## config.mk

```make
export PLATFORM = sky130hd
export DESIGN_NAME = dm_store_buffer
export DESIGN_NICKNAME = d
export VERILOG_FILES = /design/src/rtl/dm_store_buffer_pkg.sv /design/src/rtl/dm_store_align.sv /design/src/rtl/dm_store_buffer.sv
export SDC_FILE = /design/constraint.sdc
export NUM_CORES = 1
export LEC_CHECK = 0
export BUFFER_PORTS_ARGS = -buffer_cell sky130_fd_sc_hd__buf_2
export CORE_UTILIZATION = 60
export CTS_BUF_LIST = sky130_fd_sc_hd__clkbuf_4
export DETAILED_ROUTE_END_ITERATION = 10
export GPL_TIMING_DRIVEN = 0
export PLACE_DENSITY = 0.83
export SLEW_MARGIN = 20
export SYNTH_ARGS = -nofsm -noshare
export SYNTH_HDL_FRONTEND = slang
export SYNTH_SLANG_ARGS = --single-unit
```

## constraint.sdc

```tcl
create_clock -name clk -period 5.4 [get_ports clk]
set_input_delay 0 -clock clk [delete_from_list [all_inputs] [get_ports clk]]
set_output_delay 0 -clock clk [all_outputs]
set_load 0.005 [all_outputs]
```

## src/rtl/dm_store_buffer_pkg.sv

```systemverilog
// Shared store-type codes and size decode for the MEM-stage store buffer.
// Store-type codes mirror the DM_type macro values used by the MEM stage.
package dm_store_buffer_pkg;

   localparam int unsigned DM_TYPE_W = 6;

   localparam logic [DM_TYPE_W-1:0] DM_WORD  = 6'd1;
   localparam logic [DM_TYPE_W-1:0] DM_HALF  = 6'd2;
   localparam logic [DM_TYPE_W-1:0] DM_UHALF = 6'd3;
   localparam logic [DM_TYPE_W-1:0] DM_BYTE  = 6'd4;
   localparam logic [DM_TYPE_W-1:0] DM_UBYTE = 6'd5;

   typedef enum logic [1:0] {
      SzNone,
      SzByte,
      SzHalf,
      SzWord
   } dm_size_e;

   // Signed and unsigned variants store identically; only the width matters.
   function automatic dm_size_e dm_size(input logic [DM_TYPE_W-1:0] st_type);
      dm_size_e sz;
      case (st_type)
         DM_WORD:           sz = SzWord;
         DM_HALF, DM_UHALF: sz = SzHalf;
         DM_BYTE, DM_UBYTE: sz = SzByte;
         default:           sz = SzNone;
      endcase
      return sz;
   endfunction

endpackage

```

## src/rtl/dm_store_align.sv

```systemverilog
// Combinational store alignment: places sb/sh/sw data in its byte lanes, builds
// byte enables and flags naturally-misaligned half/word stores.
module dm_store_align
   import dm_store_buffer_pkg::*;
#(
   parameter int unsigned DATA_W = 32
) (
   input  logic [$clog2(DATA_W/8)-1:0] lane,
   input  logic [DM_TYPE_W-1:0]        st_type,
   input  logic [DATA_W-1:0]           wdata,
   output logic [DATA_W/8-1:0]         byteen,
   output logic [DATA_W-1:0]           data,
   output logic                        misalign
);

   localparam int unsigned BYTES = DATA_W / 8;
   localparam int unsigned OFF_W = $clog2(BYTES);

   logic [OFF_W+2:0] bit_shift;

   assign bit_shift = {lane, 3'b000};

   always_comb begin
      byteen   = '0;
      data     = '0;
      misalign = 1'b0;
      case (dm_size(st_type))
         SzByte: begin
            byteen = BYTES'(1) << lane;
            data   = DATA_W'(wdata[7:0]) << bit_shift;
         end
         SzHalf: begin
            misalign = lane[0];
            byteen   = BYTES'(2'b11) << lane;
            data     = DATA_W'(wdata[15:0]) << bit_shift;
         end
         SzWord: begin
            misalign = (lane[1:0] != 2'b00);
            byteen   = BYTES'(4'hF) << lane;
            data     = DATA_W'(wdata[31:0]) << bit_shift;
         end
         default: begin
            // Unknown type: enqueue a no-op write with no lanes enabled.
            byteen = '0;
            data   = '0;
         end
      endcase
   end

endmodule

```

## src/rtl/dm_store_buffer.sv

```systemverilog
// MEM-stage store buffer: aligns stores, queues them in a small FIFO with optional
// same-word merging, drains to data memory via valid/ready and flags load hazards.
module dm_store_buffer
   import dm_store_buffer_pkg::*;
#(
   parameter int unsigned DATA_W = 32,
   parameter int unsigned ADDR_W = 32,
   parameter int unsigned DEPTH  = 4,
   parameter int unsigned MERGE  = 1
) (
   input  logic                       clk,
   input  logic                       rst_n,
   input  logic                       st_valid,
   output logic                       st_ready,
   input  logic [ADDR_W-1:0]          st_addr,
   input  logic [DATA_W-1:0]          st_wdata,
   input  logic [DM_TYPE_W-1:0]       st_type,
   output logic                       st_misalign,
   input  logic [ADDR_W-1:0]          ld_addr,
   output logic                       ld_conflict,
   output logic                       mem_valid,
   input  logic                       mem_ready,
   output logic [ADDR_W-1:0]          mem_addr,
   output logic [DATA_W-1:0]          mem_wdata,
   output logic [DATA_W/8-1:0]        mem_byteen,
   output logic [$clog2(DEPTH):0]     count,
   output logic                       empty
);

   localparam int unsigned BYTES  = DATA_W / 8;
   localparam int unsigned OFF_W  = $clog2(BYTES);
   localparam int unsigned WORD_W = ADDR_W - OFF_W;
   localparam int unsigned PTR_W  = (DEPTH > 1) ? $clog2(DEPTH) : 1;
   localparam int unsigned CNT_W  = $clog2(DEPTH) + 1;

   // Entries store word addresses only; the byte offset is implied by byteen.
   logic [WORD_W-1:0] addr_q [DEPTH];
   logic [DATA_W-1:0] data_q [DEPTH];
   logic [BYTES-1:0]  be_q   [DEPTH];
   logic [DEPTH-1:0]  valid_q, valid_d;
   logic [PTR_W-1:0]  head_q, head_d, tail_q, tail_d, newest;
   logic [CNT_W-1:0]  count_q, count_d;
   logic              misalign_q;

   logic [BYTES-1:0]  al_be;
   logic [DATA_W-1:0] al_data;
   logic              al_mis;
   logic [WORD_W-1:0] st_word, ld_word;
   logic              pop, push, merge_hit, do_merge, accept;
   logic [DATA_W-1:0] merged_data;

   function automatic logic [PTR_W-1:0] ptr_inc(input logic [PTR_W-1:0] p);
      return (p == PTR_W'(DEPTH - 1)) ? '0 : p + 1'b1;
   endfunction

   dm_store_align #(
      .DATA_W (DATA_W)
   ) u_align (
      .lane     (st_addr[OFF_W-1:0]),
      .st_type  (st_type),
      .wdata    (st_wdata),
      .byteen   (al_be),
      .data     (al_data),
      .misalign (al_mis)
   );

   assign st_word = st_addr[ADDR_W-1:OFF_W];
   assign ld_word = ld_addr[ADDR_W-1:OFF_W];
   assign newest  = (tail_q == '0) ? PTR_W'(DEPTH - 1) : tail_q - 1'b1;

   assign empty     = (count_q == '0);
   assign count     = count_q;
   assign mem_valid = !empty;
   assign mem_addr  = {addr_q[head_q], {OFF_W{1'b0}}};
   assign mem_wdata = data_q[head_q];
   assign mem_byteen = be_q[head_q];
   assign st_misalign = misalign_q;

   assign pop = mem_valid && mem_ready;

   // Merging into the head while it leaves would lose the store, so it is blocked.
   assign merge_hit = (MERGE != 0) && !empty && (addr_q[newest] == st_word) &&
                      !((count_q == CNT_W'(1)) && pop) && !al_mis;

   assign st_ready = (count_q < CNT_W'(DEPTH)) || merge_hit;
   assign accept   = st_valid && st_ready;
   assign push     = accept && !al_mis && !merge_hit;
   assign do_merge = accept && merge_hit;

   always_comb begin
      merged_data = '0;
      for (int b = 0; b < int'(BYTES); b++) begin
         merged_data[b*8 +: 8] = al_be[b] ? al_data[b*8 +: 8] : data_q[newest][b*8 +: 8];
      end
   end

   always_comb begin
      ld_conflict = 1'b0;
      for (int i = 0; i < int'(DEPTH); i++) begin
         if (valid_q[i] && (addr_q[i] == ld_word)) begin
            ld_conflict = 1'b1;
         end
      end
   end

   always_comb begin
      head_d  = head_q;
      tail_d  = tail_q;
      count_d = count_q;
      valid_d = valid_q;
      if (pop) begin
         head_d          = ptr_inc(head_q);
         valid_d[head_q] = 1'b0;
      end
      if (push) begin
         tail_d          = ptr_inc(tail_q);
         valid_d[tail_q] = 1'b1;
      end
      case ({push, pop})
         2'b10:   count_d = count_q + 1'b1;
         2'b01:   count_d = count_q - 1'b1;
         default: count_d = count_q;
      endcase
   end

   always_ff @(posedge clk or negedge rst_n) begin
      if (!rst_n) begin
         head_q     <= '0;
         tail_q     <= '0;
         count_q    <= '0;
         valid_q    <= '0;
         misalign_q <= 1'b0;
      end else begin
         head_q     <= head_d;
         tail_q     <= tail_d;
         count_q    <= count_d;
         valid_q    <= valid_d;
         misalign_q <= accept && al_mis;
      end
   end

   // Payload needs no reset: valid_q and count_q gate every use.
   always_ff @(posedge clk) begin
      if (push) begin
         addr_q[tail_q] <= st_word;
         data_q[tail_q] <= al_data;
         be_q[tail_q]   <= al_be;
      end else if (do_merge) begin
         data_q[newest] <= merged_data;
         be_q[newest]   <= be_q[newest] | al_be;
      end
   end

endmodule

```

==> reports/summary.txt <==
Core box area: 0.02340 mm2
Reg clk slew, reported paths: 0.10 ns
Initial DRT Pass Iterations: 8
PwrDens: 496.7 mW/mm2
CP arrival: 5.35 ns
Post-detail-place hpwl: 29220 um
Clock latency on the worst-skew pair: 0.77 ns
Outcome: finished clean
Post-route minimum period: 5.354 ns
Met3 Usage GRT: 0.09194
Least-Margin Pin Slew: 1.157 ns
Worst Clk Skew: 0.07974 ns
Max VDD drop: 0.3313 mV
Critical Path RT: 5.40 ns
Total global-route track usage: 0.3561
Finished Cell Area: 0.01761 mm2
Reg2Reg Depth: 15
Met1 usage: 0.4587
Worst Setup SP: tail_q[0]
Area grow syn2layout: 23.34%
Largest net degree at the start of global routing: 22
Clk sinks: 276
Seq/Total Area, Yosys: 0.5761
Initial antenna violation count: 2
Final Total Pwr: 8.749 mW
CP Max Fanout: 19
DRC viols: 0
CP endpoint: st_ready
Worst slack, placed: -0.4079 ns
Library cells used by synthesis: 51
CTS tree: yes
Hold slack: 0.03661 ns
Synthesized cell area: 0.01428 mm2
YS warnings: 0
Hold/Removal Path Class: input port to flop
Static Leak: 6.237 nW
Achievable clock frequency: 186.8 MHz
Initial core utilization: 0.6102
Final worst setup slack: 0.04646 ns
Fin. Hold Viols: 0
Final layout net count: 1433
Die Area: 0.02442 mm2
Slew HR: 0.2284
R2R setup slack: 0.05 ns
DR iter-0 viols: 1505
Post-Syn Area per Cell: 14.50 um2
Final period utilization: 0.9914
Mapped Cells: 985
R2R Path Start: tail_q[0]
MaxCap Viol Count: 0
Routed WL: 44730 um
Cts bufs inserted: 72
Worst R2R End: data_q[0][9]
Gr ovfl total: 0
Die H: 156.3 um
Routed length per instance: 26.47 um
Layout cells sized above 1: 0.3178
Clock root buffer: clkbuf_4
IO Port Bufs: 161
Vias in the first global route: 10761
Core Util, Final: 0.7527
Met2 Track Usage GR: 0.5621
FF+latch count, synth: 276
Crit path kind: flop to output pin
CP Capture Type: output pin
Top-level port count: 182
Die Width: 156.3 um
GPL Wtd Cong: 0.9557
GRT busiest layer: met2
CTS H-Tree Depth: 3
Vias: 10893
Startpoint types: flop
DR vias/cell: 6.446
Num rows: 56
CTS Buffer Depth: 3
Placed cell area: 0.01562 mm2
First-pass GRT wire length: 62640 um
Final Slew Violations: 0
Routed Antenna Nets: 0
Final Setup Violations: 0
## registers in the layout, indices dropped and copies added (netlist names)
name	flops
valid_q	4
be_q	16
head_q	2
addr_q	120
st_misalign	1
data_q	128
tail_q	2
count	3
## placed cells by master (no fill, tap or decap), drive strengths merged, types with 3 or more instances in the layout
cell	synthesis	final
a211oi	41	41
a21oi	48	48
a22oi	16	16
a2bb2oi	4	4
and2	10	10
buf	34	212
clkbuf	35	131
clkinv	1	30
dfrtp	12	12
dlygate4sd3	0	75
edfxtp	264	264
ha	13	13
inv	13	15
mux2	9	9
mux2i	40	40
mux4	68	68
nand2	25	25
nand2b	3	3
nand4	39	39
nor2	55	55
nor2b	35	35
nor3	4	4
nor4	23	23
o21ai	15	15
o21bai	3	3
o31ai	9	9
xnor2	78	78
xor2	75	75
## worst max-delay path, stage by stage, from the launching register on
cell and delay, ns:
dfrtp_1 0.47, buf_2 0.37, buf_6 0.23, buf_2 0.33, inv_1 0.18, ha_1 0.32, buf_2 0.24, clkbuf_4 0.41
a211oi_1 0.09, a21oi_1 0.24, xor2_1 0.33, nor4_4 0.11, and4_1 0.22, buf_4 0.17, a21boi_1 0.57, inv_1 0.12
buf_2 0.16
## area by class of cell
class | count | area (um2)
plain buffers | 68 | 345.3
fillers | 1436 | 5788
inverters | 14 | 52.55
clock buffers | 95 | 713.2
diodes | 2 | 5.005
well taps | 319 | 399.1
flip-flops and latches | 276 | 8228
clock inverters | 34 | 188.9
multi-input cells | 627 | 5806
repair buffers | 255 | 1877
## per-layer routing
layer / vias up / wire length, um / part of all wire
met3: 249 / 5376 / 0.12
met2: 930 / 20850 / 0.47
met5: - / 0 / 0
li1: 4511 / - / -
met1: 5203 / 15780 / 0.35
met4: 0 / 2729 / 0.061
## metrics by stage
stage	TNS, ns	cells
detailed placement	-41.45	1470
global placement	-220.71	1466
global route	-0.2180	1689
CTS	0	1673
finish	0	1690
floorplan	0	986
## cell usage after synthesis (all sizes together)
master   number  area, um2
xor2         75      656.9
edfxtp      264       7928
clkinv        1      3.750
and2         10      62.56
o21bai        3      22.52
mux2i        40      400.4
nor3          4      20.02
o31ai         9      87.59
o211ai        1      7.510
a21oi        48      240.2
buf          34      210.2
clkbuf       35      132.6
nor2b        35      226.5
nand2b        3      18.77
mux2          9      108.9
or2           1      6.260
conb          1      3.750
and4          2      17.52
a211oi       41      307.8
dfrtp        12      300.3
and3          1      6.260
nand3         1      5.000
nand4        39      290.3
nor4         23      205.2
mux4         68       1531
ha           13      162.7
a2bb2oi       4      35.03
o22ai         2      12.51
a21boi        1      7.510
inv          13      48.80
nand2        25      93.84
o21ai        15      86.34
nor4b         1      8.760
a22oi        16      120.1
nor2         55      206.5
a41o          1      10.01
xnor2        78      683.2
or3           1      6.260
## report_power, final
group,switching (mW),leakage [nW],total [mW],internal [mW]
Sequential,0.205,2.58,2.91,2.71
Clock,0.931,0.525,1.82,0.887
Combinational,2.39,3.13,4.02,1.63
## worst min-delay path by stage
stage,startpoint,to,slack (ns),cells past startpoint
floorplan,rst_n,count[0],-0.30,0
global placement,rst_n,st_misalign,-0.09,1
detailed placement,rst_n,st_misalign,-0.08,1
CTS,st_wdata[29],data_q[0][29],0.005,4
global route,st_wdata[22],data_q[0][30],0.04,4
finish,st_wdata[27],data_q[2][27],0.04,4
## logic make-up after synthesis
logic type / share of synthesized area
adder cells (fa/ha/maj): 0.01139
other: 0.0002626
flip-flops: 0.5761
AO/OA/AOI/OAI: 0.06562
buffers and inverters: 0.02769
AND/OR/NAND/NOR: 0.08218
multiplexers: 0.1429
XOR/XNOR: 0.09383
## what timing repair did
action                                  in CTS  in global routing
gates resized for setup                     16                 12
gates cloned                                 0                  0
endpoints found under the setup margin     146                269
pin swaps                                    0                 14
hold buffers                                75                  0
setup buffers                                0                 15
hold endpoints to repair                   275                  0
No activity file was read; power rests on OpenSTA's default activity.
